`src/rtl/audio_pkg.sv`:
```
// Shared constants and state encoding for the serial audio capture/playback path.
package audio_pkg;

  localparam int AUDIO_ADDR_W     = 19;
  localparam int AUDIO_BIT_PERIOD = 79;

  typedef enum logic [1:0] {
    ST_IDLE    = 2'd0,
    ST_CAPTURE = 2'd1,
    ST_FLUSH   = 2'd2,
    ST_DONE    = 2'd3
  } rec_state_e;

endpackage

```
`src/rtl/audio_deserializer.sv`:
```
// Synchronizes the 1-bit serial input, samples it once per bit period and packs
// eight samples LSB-first into a byte, flagged by a one-cycle byte_valid_o pulse.
module audio_deserializer #(
  parameter int BIT_PERIOD = 79
) (
  input  logic       clk,
  input  logic       clr,
  input  logic       en_i,
  input  logic       restart_i,
  input  logic       din_i,
  output logic       byte_valid_o,
  output logic [7:0] byte_o
);

  localparam int CNT_W = (BIT_PERIOD > 1) ? $clog2(BIT_PERIOD) : 1;

  logic [1:0]       sync_q;
  logic [CNT_W-1:0] cnt_q, cnt_d;
  logic [2:0]       bit_q, bit_d;
  logic [7:0]       shift_q, shift_d;
  logic             valid_q, valid_d;

  always_comb begin
    cnt_d   = cnt_q;
    bit_d   = bit_q;
    shift_d = shift_q;
    valid_d = 1'b0;
    if (restart_i) begin
      cnt_d   = '0;
      bit_d   = '0;
      shift_d = '0;
    end else if (en_i) begin
      if (cnt_q == CNT_W'(BIT_PERIOD - 1)) begin
        cnt_d          = '0;
        shift_d[bit_q] = sync_q[1];
        bit_d          = bit_q + 3'd1;
        valid_d        = (bit_q == 3'd7);
      end else begin
        cnt_d = cnt_q + CNT_W'(1);
      end
    end
  end

  always_ff @(posedge clk or negedge clr) begin
    if (!clr) begin
      sync_q  <= '0;
      cnt_q   <= '0;
      bit_q   <= '0;
      shift_q <= '0;
      valid_q <= 1'b0;
    end else begin
      sync_q  <= {sync_q[0], din_i};
      cnt_q   <= cnt_d;
      bit_q   <= bit_d;
      shift_q <= shift_d;
      valid_q <= valid_d;
    end
  end

  assign byte_valid_o = valid_q;
  assign byte_o       = shift_q;

endmodule

```
`src/rtl/audio_recorder.sv`:
```
// Capture controller: writes deserialized bytes to sample memory at 0..stopPos
// through a single-entry req/ack write buffer, with sticky done/overrun status.
module audio_recorder
  import audio_pkg::*;
#(
  parameter int BIT_PERIOD = AUDIO_BIT_PERIOD,
  parameter int ADDR_W     = AUDIO_ADDR_W
) (
  input  logic              clk,
  input  logic              clr,
  input  logic              start,
  input  logic [ADDR_W-1:0] stopPos,
  input  logic              din,
  output logic [ADDR_W-1:0] addr,
  output logic [7:0]        wr_data,
  output logic              wr_req,
  input  logic              wr_ack,
  output logic              busy,
  output logic              done,
  output logic              overrun
);

  rec_state_e        state_q, state_d;
  logic [ADDR_W-1:0] addr_q, addr_d;
  logic [ADDR_W-1:0] stop_q, stop_d;
  logic [7:0]        wr_data_q, wr_data_d;
  logic              wr_req_q, wr_req_d;
  logic              done_q, done_d;
  logic              overrun_q, overrun_d;
  logic              byte_valid;
  logic [7:0]        byte_val;

  audio_deserializer #(
    .BIT_PERIOD(BIT_PERIOD)
  ) u_deser (
    .clk         (clk),
    .clr         (clr),
    .en_i        (state_q == ST_CAPTURE),
    .restart_i   (start),
    .din_i       (din),
    .byte_valid_o(byte_valid),
    .byte_o      (byte_val)
  );

  always_comb begin
    state_d   = state_q;
    addr_d    = addr_q;
    stop_d    = stop_q;
    wr_data_d = wr_data_q;
    wr_req_d  = wr_req_q;
    done_d    = done_q;
    overrun_d = overrun_q;
    if (start) begin
      state_d   = ST_CAPTURE;
      addr_d    = '0;
      stop_d    = stopPos;
      wr_req_d  = 1'b0;
      done_d    = 1'b0;
      overrun_d = 1'b0;
    end else begin
      // Only non-final writes advance the address, so addr never passes stopPos.
      if (wr_req_q && wr_ack) begin
        wr_req_d = 1'b0;
        if (state_q == ST_CAPTURE) addr_d = addr_q + ADDR_W'(1);
      end
      unique case (state_q)
        ST_CAPTURE: begin
          if (byte_valid) begin
            if (wr_req_q) begin
              overrun_d = 1'b1;
            end else begin
              wr_data_d = byte_val;
              wr_req_d  = 1'b1;
              if (addr_q == stop_q) state_d = ST_FLUSH;
            end
          end
        end
        ST_FLUSH: begin
          if (wr_req_q && wr_ack) begin
            state_d = ST_DONE;
            done_d  = 1'b1;
          end
        end
        default: ;
      endcase
    end
  end

  always_ff @(posedge clk or negedge clr) begin
    if (!clr) begin
      state_q   <= ST_IDLE;
      addr_q    <= '0;
      stop_q    <= '0;
      wr_data_q <= '0;
      wr_req_q  <= 1'b0;
      done_q    <= 1'b0;
      overrun_q <= 1'b0;
    end else begin
      state_q   <= state_d;
      addr_q    <= addr_d;
      stop_q    <= stop_d;
      wr_data_q <= wr_data_d;
      wr_req_q  <= wr_req_d;
      done_q    <= done_d;
      overrun_q <= overrun_d;
    end
  end

  assign addr    = addr_q;
  assign wr_data = wr_data_q;
  assign wr_req  = wr_req_q;
  assign done    = done_q;
  assign overrun = overrun_q;
  assign busy    = (state_q == ST_CAPTURE) || (state_q == ST_FLUSH);

endmodule

```
`config.mk`:
```
export PLATFORM = sky130hd
export DESIGN_NAME = audio_recorder
export DESIGN_NICKNAME = d
export VERILOG_FILES = /design/src/rtl/audio_pkg.sv /design/src/rtl/audio_deserializer.sv /design/src/rtl/audio_recorder.sv
export SDC_FILE = /design/constraint.sdc
export NUM_CORES = 1
export LEC_CHECK = 0
export BUFFER_PORTS_ARGS = -buffer_cell sky130_fd_sc_hd__buf_2
export CAP_MARGIN = 0
export CORE_UTILIZATION = 50
export CTS_CLUSTER_SIZE = 24
export DETAILED_ROUTE_END_ITERATION = 8
export GPL_TIMING_DRIVEN = 0
export PLACE_DENSITY = 0.74
export SYNTH_ARGS = -nofsm -noshare
export SYNTH_HDL_FRONTEND = slang
export SYNTH_SLANG_ARGS = --single-unit
```
`constraint.sdc`:
```
create_clock -name clk -period 2.8 [get_ports clk]
set_clock_uncertainty 0.1 [all_clocks]
set_input_delay 0.42 -clock clk [delete_from_list [all_inputs] [get_ports clk]]
set_output_delay 0.42 -clock clk [all_outputs]
set_load 0.05 [all_outputs]
```
==> flow_metrics.env <==
export IMPL_syn_num_nets=334
export IMPL_hpwl_microns=4770
export IMPL_grt_pass1_wl_microns=12200
export IMPL_p_switching_uw=476
export IMPL_netlist_top_cells_area="dfrtp_1 (53%), mux2_2 (9.3%), xor2_1 (8.3%), nor2_1 (3.4%), ha_1 (2.6%)"
export IMPL_htreeDepth=3
export IMPL_ys_seq_area_frac=0.532
export IMPL_hold_path_class="primary input to async pin"
export IMPL_global_route_overflow_total=0
export IMPL_die_area_sq_um=7100
export IMPL_cts_hold_buffers=0
export IMPL_status="finished with violations"
export IMPL_critPathKind="register to register"
export IMPL_ant_nets=0
export IMPL_fin_nets=399
export IMPL_first_iter_violations=182
export IMPL_wl_per_cell_microns=15.5
export IMPL_rrSetupSlack_ns=0.43
export IMPL_grt_max_degree=73
export IMPL_syn_area_per_cell_sq_um=11.2
export IMPL_place_congestion=0.808
export IMPL_clk_pin_slew_ns=0.07
export IMPL_clk_path_buf_depth=2
export IMPL_start_util=0.524
export IMPL_rsz0062_at_grt="no"
export IMPL_synthDistinctLibCells=43
export IMPL_cp_max_fo=7
export IMPL_core_area_sq_um=6460
export IMPL_insertedDiodeCount=0
export IMPL_power_share_clock=0.420
export IMPL_power_frac_comb=0.060
export IMPL_cts_setup_buffers=0
export IMPL_fill_cells=570
export IMPL_post_place_ws_ns=0.459
export IMPL_post_cts_resized=0
export IMPL_cts_sinks=72
export IMPL_fin_crit_ns=2.37
export IMPL_maxCapViolCount=0
export IMPL_peakVddDrop_uv=342
export IMPL_clock_latency_ns=0.35
export IMPL_failed_checks="DRC"
export IMPL_worstMarginPinSlew_ns=0.953
export IMPL_setup_ws_ns=0.429
export IMPL_max_freq_mhz=422
export IMPL_dp_cells=434
export IMPL_cp_end_kind="register"
export IMPL_syn2layout_area_growth_pct=17.2
export IMPL_max_slew_margin_rel=0.363
export IMPL_final_period_utilization=0.847
export IMPL_swShare=0.226
export IMPL_hold_viol=0
export IMPL_final_cell_mix="dfrtp_1 (72), buf_2 (55), xor2_1 (32)"
export IMPL_clock_root_buffer="clkbuf_8"
export IMPL_syn_inst=303
export IMPL_drive_above_1_share=0.273
export IMPL_track_usage=0.222
export IMPL_power_leakage_uw=0.00192
export IMPL_rows=29
export IMPL_die_h_microns=84.3
export IMPL_synth_warnings=0
export IMPL_final_common_cell="dfrtp_1"
export IMPL_via_per_inst=5.50
export IMPL_drc_errors=2
export IMPL_vias=2476
export IMPL_final_core_util=0.614
export IMPL_cp_start_kind="register"
export IMPL_worstPathArrival_ns=2.54
export IMPL_p_int_uw=1630
export IMPL_synth_top_area_frac=0.532
export IMPL_cts_buffers=9
export IMPL_die_x_microns=84.3
export IMPL_port_buffers=54
export IMPL_firstDrtPassIters=6
export IMPL_antenna_found_initial=0
export IMPL_netlist_area_sq_um=3380
export IMPL_powerDensity_nw_per_um2=532
export IMPL_pwr_share_seq=0.519
export IMPL_routed_wl_microns=6980
export IMPL_fin_setup_tns_ns=0
export IMPL_required_ns=2.97
export IMPL_grt_pass1_vias=2435
export IMPL_finalSetupViolCount=0
export IMPL_synth_top_area_cell="dfrtp_1"
export IMPL_ios=55
export IMPL_synth_seq_cells=72
export IMPL_stdcell_count=450
export IMPL_cts_tree="built"
export IMPL_drv_slew=0
[layer usage]
layer | routed length, microns | GRT usage
met3 | 300 | 0.0600
met4 | 91 | 0.0674
met2 | 3490 | 0.356
met1 | 3100 | 0.297
met5 | 0 | 0
[worst max-delay path, cell delays in order (launching register included)]
cell     delay, ns
dfrtp_1       0.41
inv_1         0.09
ha_1          0.18
a31oi_1       0.12
nor3b_1       0.81
nand4_1       0.27
xor2_1        0.21
nor2_1        0.12
[area by class of cell]
class,count,area (sq um),share of cell area
buffer,12,47.5,0.0120
clock buffer,11,131,0.0331
clock inverter,5,81.3,0.0205
inverter,7,26.3,0.00662
multi-input combinational,212,1510,0.380
sequential,72,1800,0.454
tap,77,96.3,0.0243
timing repair buffer,54,273,0.0688
[state kept, by name, summed over array words and instances (netlist names)]
signal,flops
addr,19
u_deser.bit_q,3
u_deser.byte_valid_o,1
u_deser.cnt_q,7
done,1
overrun,1
u_deser.byte_o,8
state_q,2
u_deser.sync_q,2
wr_data,8
wr_req,1
stop_q,19
[power by group through the flow]
stage / clock (uW) / combinational (uW) / sequential, uW
after floorplan: 0 / 73.9 / 1110
final: 887 / 127 / 1100
after global placement: 0 / 126 / 1110
after detailed placement: 0 / 129 / 1120
after global routing: 953 / 143 / 1100
after CTS: 907 / 130 / 1100
[metrics by stage]
stage	hold slack, ns	power (uW)	instance area [sq um]
floorplan	0.0244	1180	3380
global placement	0.252	1240	3750
detailed placement	0.253	1250	3750
CTS	0.0659	2130	3970
global route	0.0590	2200	3970
finish	0.0696	2110	3970
[kinds of logic after synthesis]
group	count (synthesis)	share of synthesized area
simple gates	105	0.156
flops	72	0.532
xor+xnor	42	0.109
mux	30	0.0991
compound gates	28	0.0562
buf+inv	19	0.0218
fa+ha+maj	7	0.0259
[cells in the mapped netlist (all sizes together)]
cell type  number
a21oi           7
a311oi          1
a31o            1
a31oi           2
a32o            1
and2            2
and3            7
and4            2
and4b           1
and4bb          1
buf             4
clkbuf          8
clkinv          1
dfrtp          72
ha              7
inv             6
mux2           28
mux2i           2
nand2          19
nand2b          3
nand3          12
nand3b          1
nand4           6
nor2           32
nor2b           2
nor3            9
nor3b           1
nor4            4
o2111ai         1
o211a           1
o211ai          4
o21a            1
o21ai           5
o311ai          1
o31ai           1
o32ai           2
or3             2
or4             1
xnor2          10
xor2           32
[final timing paths]
| path | start | end | cells after the start |
|---|---|---|---|
| setup reg to reg | state_q[1] | addr[17] | 7 |
| min in group clk | din | u_deser.sync_q[0] | 1 |
| setup / recovery | state_q[1] | addr[17] | 7 |
| hold reg to reg | u_deser.sync_q[0] | u_deser.sync_q[1] | 0 |
| max in group asynchronous | clr | stop_q[0] | 1 |
| hold / removal | clr | overrun | 1 |
No activity file was read; power rests on OpenSTA's default activity.
